## src/rtl/video_timing_pkg.sv

```systemverilog
`default_nettype none
// ============================================================================
// Module   : video_timing_pkg
// Desc     : 800x480 panel timing constants shared by timing and overlay stages
// Revision : 1.0 - initial release
// ============================================================================
package video_timing_pkg;

    localparam int unsigned c_H_ACTIVE = 800;
    localparam int unsigned c_H_FP     = 40;
    localparam int unsigned c_H_SYNC   = 128;
    localparam int unsigned c_H_BP     = 88;
    localparam int unsigned c_H_TOTAL  = c_H_ACTIVE + c_H_FP + c_H_SYNC + c_H_BP;

    localparam int unsigned c_V_ACTIVE = 480;
    localparam int unsigned c_V_FP     = 10;
    localparam int unsigned c_V_SYNC   = 2;
    localparam int unsigned c_V_BP     = 33;
    localparam int unsigned c_V_TOTAL  = c_V_ACTIVE + c_V_FP + c_V_SYNC + c_V_BP;

    localparam int unsigned c_H_CNT_W  = 11;
    localparam int unsigned c_V_CNT_W  = 10;
    localparam int unsigned c_CW       = 12;

endpackage
`default_nettype wire

```

## src/rtl/sync_counter.sv

```systemverilog
`default_nettype none
// ============================================================================
// Module   : sync_counter
// Desc     : One timing axis: counter with active, sync and terminal-count flags
// Revision : 1.0 - initial release
// ============================================================================
module sync_counter #(
    parameter int unsigned ACTIVE = 800,
    parameter int unsigned FP     = 40,
    parameter int unsigned SYNC   = 128,
    parameter int unsigned BP     = 88,
    parameter int unsigned W      = 11
) (
    input  logic         clk,
    input  logic         rst,
    input  logic         i_en,
    output logic [W-1:0] o_count,
    output logic         o_active,
    output logic         o_sync,
    output logic         o_wrap
);

    localparam int unsigned c_TOTAL     = ACTIVE + FP + SYNC + BP;
    localparam logic [W-1:0] c_LAST     = W'(c_TOTAL - 1);
    localparam logic [W-1:0] c_ACT_END  = W'(ACTIVE);
    localparam logic [W-1:0] c_SYNC_BEG = W'(ACTIVE + FP);
    localparam logic [W-1:0] c_SYNC_END = W'(ACTIVE + FP + SYNC);

    logic [W-1:0] r_count;
    logic         w_atLast;

    assign w_atLast = (r_count == c_LAST);

    always_ff @(posedge clk) begin
        if (rst) begin
            r_count <= '0;
        end else if (i_en) begin
            r_count <= w_atLast ? '0 : r_count + W'(1);
        end
    end

    assign o_count  = r_count;
    assign o_active = (r_count < c_ACT_END);
    assign o_sync   = (r_count >= c_SYNC_BEG) && (r_count < c_SYNC_END);
    // Wrap is qualified by the enable so the vertical axis reports end-of-frame
    assign o_wrap   = i_en && w_atLast;

endmodule
`default_nettype wire

```

## src/rtl/vga_timing_gen.sv

```systemverilog
`default_nettype none
// ============================================================================
// Module   : vga_timing_gen
// Desc     : Panel timing generator: pixel counters, FIFO read strobe, and
//            cycle-aligned sync/blank/colour outputs two clocks after the counters
// Revision : 1.0 - initial release
// ============================================================================
module vga_timing_gen
    import video_timing_pkg::*;
#(
    parameter int unsigned H_ACTIVE = c_H_ACTIVE,
    parameter int unsigned H_FP     = c_H_FP,
    parameter int unsigned H_SYNC   = c_H_SYNC,
    parameter int unsigned H_BP     = c_H_BP,
    parameter int unsigned V_ACTIVE = c_V_ACTIVE,
    parameter int unsigned V_FP     = c_V_FP,
    parameter int unsigned V_SYNC   = c_V_SYNC,
    parameter int unsigned V_BP     = c_V_BP,
    parameter logic        HS_POL   = 1'b0,
    parameter logic        VS_POL   = 1'b0,
    parameter int unsigned CW       = c_CW
) (
    input  logic                 iCLK,
    input  logic                 iRST,
    input  logic [CW-1:0]        iRed,
    input  logic [CW-1:0]        iGreen,
    input  logic [CW-1:0]        iBlue,
    output logic                 oRequest,
    output logic [c_H_CNT_W-1:0] oX_Cont,
    output logic [c_V_CNT_W-1:0] oY_Cont,
    output logic                 oFrameStart,
    output logic [CW-1:0]        oVGA_R,
    output logic [CW-1:0]        oVGA_G,
    output logic [CW-1:0]        oVGA_B,
    output logic                 oHS,
    output logic                 oVS,
    output logic                 oBLANK_N
);

    logic [c_H_CNT_W-1:0] w_hCnt;
    logic [c_V_CNT_W-1:0] w_vCnt;
    logic w_hAct, w_hSync, w_hWrap;
    logic w_vAct, w_vSync, w_vWrap;

    sync_counter #(
        .ACTIVE (H_ACTIVE), .FP (H_FP), .SYNC (H_SYNC), .BP (H_BP), .W (c_H_CNT_W)
    ) u_hCounter (
        .clk      (iCLK),
        .rst      (iRST),
        .i_en     (1'b1),
        .o_count  (w_hCnt),
        .o_active (w_hAct),
        .o_sync   (w_hSync),
        .o_wrap   (w_hWrap)
    );

    sync_counter #(
        .ACTIVE (V_ACTIVE), .FP (V_FP), .SYNC (V_SYNC), .BP (V_BP), .W (c_V_CNT_W)
    ) u_vCounter (
        .clk      (iCLK),
        .rst      (iRST),
        .i_en     (w_hWrap),
        .o_count  (w_vCnt),
        .o_active (w_vAct),
        .o_sync   (w_vSync),
        .o_wrap   (w_vWrap)
    );

    // Tracks "counters sit at (0,0)" without a full-width compare on both axes
    logic r_atOrigin;

    always_ff @(posedge iCLK) begin
        if (iRST) begin
            r_atOrigin <= 1'b1;
        end else begin
            r_atOrigin <= w_vWrap;
        end
    end

    logic                 r_req;
    logic [c_H_CNT_W-1:0] r_x;
    logic [c_V_CNT_W-1:0] r_y;
    logic                 r_frameStart;
    logic                 r_hs1;
    logic                 r_vs1;

    always_ff @(posedge iCLK) begin
        if (iRST) begin
            r_req        <= 1'b0;
            r_x          <= '0;
            r_y          <= '0;
            r_frameStart <= 1'b0;
            r_hs1        <= 1'b0;
            r_vs1        <= 1'b0;
        end else begin
            r_req        <= w_hAct && w_vAct;
            r_x          <= w_hCnt;
            r_y          <= w_vCnt;
            r_frameStart <= r_atOrigin;
            r_hs1        <= w_hSync;
            r_vs1        <= w_vSync;
        end
    end

    logic [CW-1:0] r_red;
    logic [CW-1:0] r_green;
    logic [CW-1:0] r_blue;
    logic          r_blankN;
    logic          r_hsPin;
    logic          r_vsPin;

    // FIFO data for a stage-1 request arrives in this cycle; blank pixels read as black
    always_ff @(posedge iCLK) begin
        if (iRST) begin
            r_red    <= '0;
            r_green  <= '0;
            r_blue   <= '0;
            r_blankN <= 1'b0;
            r_hsPin  <= ~HS_POL;
            r_vsPin  <= ~VS_POL;
        end else begin
            r_red    <= r_req ? iRed   : '0;
            r_green  <= r_req ? iGreen : '0;
            r_blue   <= r_req ? iBlue  : '0;
            r_blankN <= r_req;
            r_hsPin  <= r_hs1 ? HS_POL : ~HS_POL;
            r_vsPin  <= r_vs1 ? VS_POL : ~VS_POL;
        end
    end

    assign oRequest    = r_req;
    assign oX_Cont     = r_x;
    assign oY_Cont     = r_y;
    assign oFrameStart = r_frameStart;
    assign oVGA_R      = r_red;
    assign oVGA_G      = r_green;
    assign oVGA_B      = r_blue;
    assign oBLANK_N    = r_blankN;
    assign oHS         = r_hsPin;
    assign oVS         = r_vsPin;

endmodule
`default_nettype wire

```

## config.mk

```make
export PLATFORM = sky130hd
export DESIGN_NAME = vga_timing_gen
export DESIGN_NICKNAME = d
export VERILOG_FILES = /design/src/rtl/video_timing_pkg.sv /design/src/rtl/sync_counter.sv /design/src/rtl/vga_timing_gen.sv
export SDC_FILE = /design/constraint.sdc
export NUM_CORES = 1
export LEC_CHECK = 0
export BUFFER_PORTS_ARGS = -buffer_cell sky130_fd_sc_hd__buf_2
export CAP_MARGIN = 20
export CORE_AREA = 5 5 91 72
export CTS_CLUSTER_SIZE = 8
export DETAILED_ROUTE_END_ITERATION = 10
export DIE_AREA = 0 0 96 77
export HOLD_SLACK_MARGIN = 0.08
export PLACE_DENSITY = 0.82
export SYNTH_ARGS = -nofsm -noshare
export SYNTH_HDL_FRONTEND = slang
export SYNTH_SLANG_ARGS = --single-unit
```

## constraint.sdc

```tcl
create_clock -name iCLK -period 3.6 [get_ports iCLK]
set_clock_uncertainty 0.2 [all_clocks]
set_input_delay 0.36 -clock iCLK [delete_from_list [all_inputs] [get_ports iCLK]]
set_output_delay 0.36 -clock iCLK [all_outputs]
set_load 0.02 [all_outputs]
```

==> results.cfg <==
[die]
die-area_sq_um = 7390
rows = 24
pin_count = 100
chipHeight_um = 77
die_w_um = 96
initial_core_util_pct = 50.3
core_region_area_sq_um = 5590

[routing]
drc = 0
routed_wl_um = 6830
drt-vias-per-instance = 4.65
first_pass_iters = 4
drtIter0Drc = 115
wl_per_cell_um = 14.2
vias = 2234
ant_nets = 0

[min_path]
hold_start = r_vs1$_SDFF_PP0_
hold_class = register to register

[setup_path]
crit_required_ns = 3.68
start_kind = register
crit_fanout = 7
critPathMaxStageDelay_ns = 0.44
rr_startpoint = u_hCounter.o_count[0]$_SDFF_PP0_
crit_start = u_hCounter.o_count[0]$_SDFF_PP0_
worst_setup_path_end_kind = register
path_buf_inv = 0
crit_arrival_ns = 2.04
cpLargestDelayFamily = simple AND/OR/NAND/NOR gates
r2r_slack_ns = 1.64
crit_type = register to register
worstPathCellList = ha_1 -> and4_4 -> nand4_2 -> or4_1 -> a21oi_1
cp_slowest_cell = or4_1

[placement]
globalplace.congestion = 0.810
portBuffers = 99
hpwl_um = 4070
place_inst = 428

[synth]
synthTopCellsByArea = dfxtp_1, and2_1, nor2b_1, nor2_1, xnor2_1
yosys.area_share.simple_pct = 26.6
synth.top_cells.by_count = dfxtp_1, and2_1, nor2_1
synth_xor_area_share_pct = 3.74
postSynth.asyncResetShare_pct = 0
synth-main-ff-cell = dfxtp_1
synth_fa_ha_area_share_pct = 1.78
synth_edf_count = 0
ys_ff_latch = 86
synth_largest_area_cell = dfxtp_1
yosys.cell_types.count = 38
syn_nets = 303
yosysSeqAreaShare_pct = 61.3
synth_mux_area_share_pct = 0
synth_top_family_by_area = simple AND/OR/NAND/NOR gates
syn_area_per_cell_sq_um = 10.8
synth-compound-area-share_pct = 4.05
syn_inst = 261
yosysMostFrequentCell = dfxtp_1
yosys.area.top_type_share_pct = 61.3
syn_area_sq_um = 2810
yosysWarnings = 0

[final_layout]
fillers = 397
drive_gt1_share_pct = 30.6
area_delta_synth_final_pct = 39.1
diodes = 0
finalNetCount = 439
layoutNonFillerInstCount = 480

[cts]
cts_sinks = 86
cts.clk_slew.worst_paths_ns = 0.09
clk_latency_ns = 0.35
holdBufCountCts = 36
postCtsResizedCells = 0
numCtsBuffers = 9
cts-root-buf = clkbuf_8
clockBufferDepth = 2
h-tree-depth = 3
cts_tree = done
cts_setup_buffers = 0

[timing]
worst_slew_pin_slew_ns = 1.01
max-slew-margin-rel_pct = 32.2
rsz0062_at_grt = no
period_needed_ns = 1.96
tns_ns = 0
fmax_ghz = 0.510
timing.final.crit_share_pct = 54.5
finalSetupViolCount = 0
final-hold-violation-count = 0
slew_viol_final = 0

[run_status]
status = completed

[global_routing]
grt_max_degree = 38
grt_pass1_vias = 2210
gr-usage-all-layers_pct = 19.1
grt-ovfl-total = 0
antenna_found_initial = 0
grt_pass1_wl_um = 10800

[pwr]
leakagePower_nw = 1.74
power_per_cell_area_nw_per_um2 = 447
ir_worst_vdd_uv = 308
power_mw = 1.75

[run]
maxCapViolations = 0
-- final cells by class --
class	instances	area (sq um)	area share, %
Clock buffer	10	138	3.52
Inverter	7	26.3	0.672
Timing Repair Buffer	135	856	21.9
Multi-Input combinational cell	158	1020	26.1
Tap cell	78	97.6	2.50
Clock inverter	6	51.3	1.31
Sequential cell	86	1720	44.0
-- power by group --
group / switching, mW / internal (mW)
combinational: 0.0657 / 0.0658
sequential: 0.00924 / 0.973
clock: 0.353 / 0.279
total: 0.428 / 1.32
-- routing by layer --
metal	vias up	share of wire (%)	GRT usage [%]	routed length (um)
li1	1125	-	-	-
met1	993	38	21.0	2580
met2	99	51	32.7	3510
met3	17	8.1	6.85	551
met4	0	2.7	8.24	182
met5	-	0	0	0
-- logic make-up after synthesis --
| group | count (synthesis) |
|---|---|
| simple gates | 125 |
| flops | 86 |
| compound gates | 17 |
| buf+inv | 17 |
| xor+xnor | 12 |
| fa+ha+maj | 4 |
-- layout by cell type (no fill, tap or decap), types with 5 or more instances in the layout --
master          n
clkbuf_8       10
dlygate4sd3_1  36
xnor2_1         7
nand3_1        10
a21oi_1         8
nand2_1        10
buf_2          99
and2_1         36
dfxtp_1        86
nor3_1          5
nor2_1         23
inv_1           7
xor2_1          5
nor2b_1        16
-- path summary, 6_finish.rpt --
kind / end / cells after the start
setup / recovery: u_vCounter.o_count[8]$_SDFFE_PP0N_ / 5
hold / removal: oVS$_SDFF_PP1_ / 1
setup reg to reg: u_vCounter.o_count[8]$_SDFFE_PP0N_ / 5
hold reg to reg: oVS$_SDFF_PP1_ / 1
-- per-stage QoR --
stage / worst slack, ns / util (%) / hold WS [ns] / instance area, sq um
after floorplan: 1.78 / - / 0.156 / 2810
after global placement: 1.58 / 60.1 / 0.161 / 3360
after detailed placement: 1.53 / 60.1 / 0.166 / 3360
after CTS: 1.64 / 70.0 / 0.184 / 3910
after global routing: 1.52 / 70.0 / 0.188 / 3910
final: 1.64 / 70.0 / 0.186 / 3910
-- flip-flops by register name, summed over array words and instances, names as in the netlist --
signal,cells
u_hCounter.o_count,11
oY_Cont,10
oRequest,1
oBLANK_N,1
oVS,1
r_atOrigin,1
oHS,1
oVGA_B,12
oX_Cont,11
u_vCounter.o_count,10
r_vs1,1
r_hs1,1
oVGA_G,12
oVGA_R,12
oFrameStart,1
Note: power is estimated with default switching activity, not from simulation.
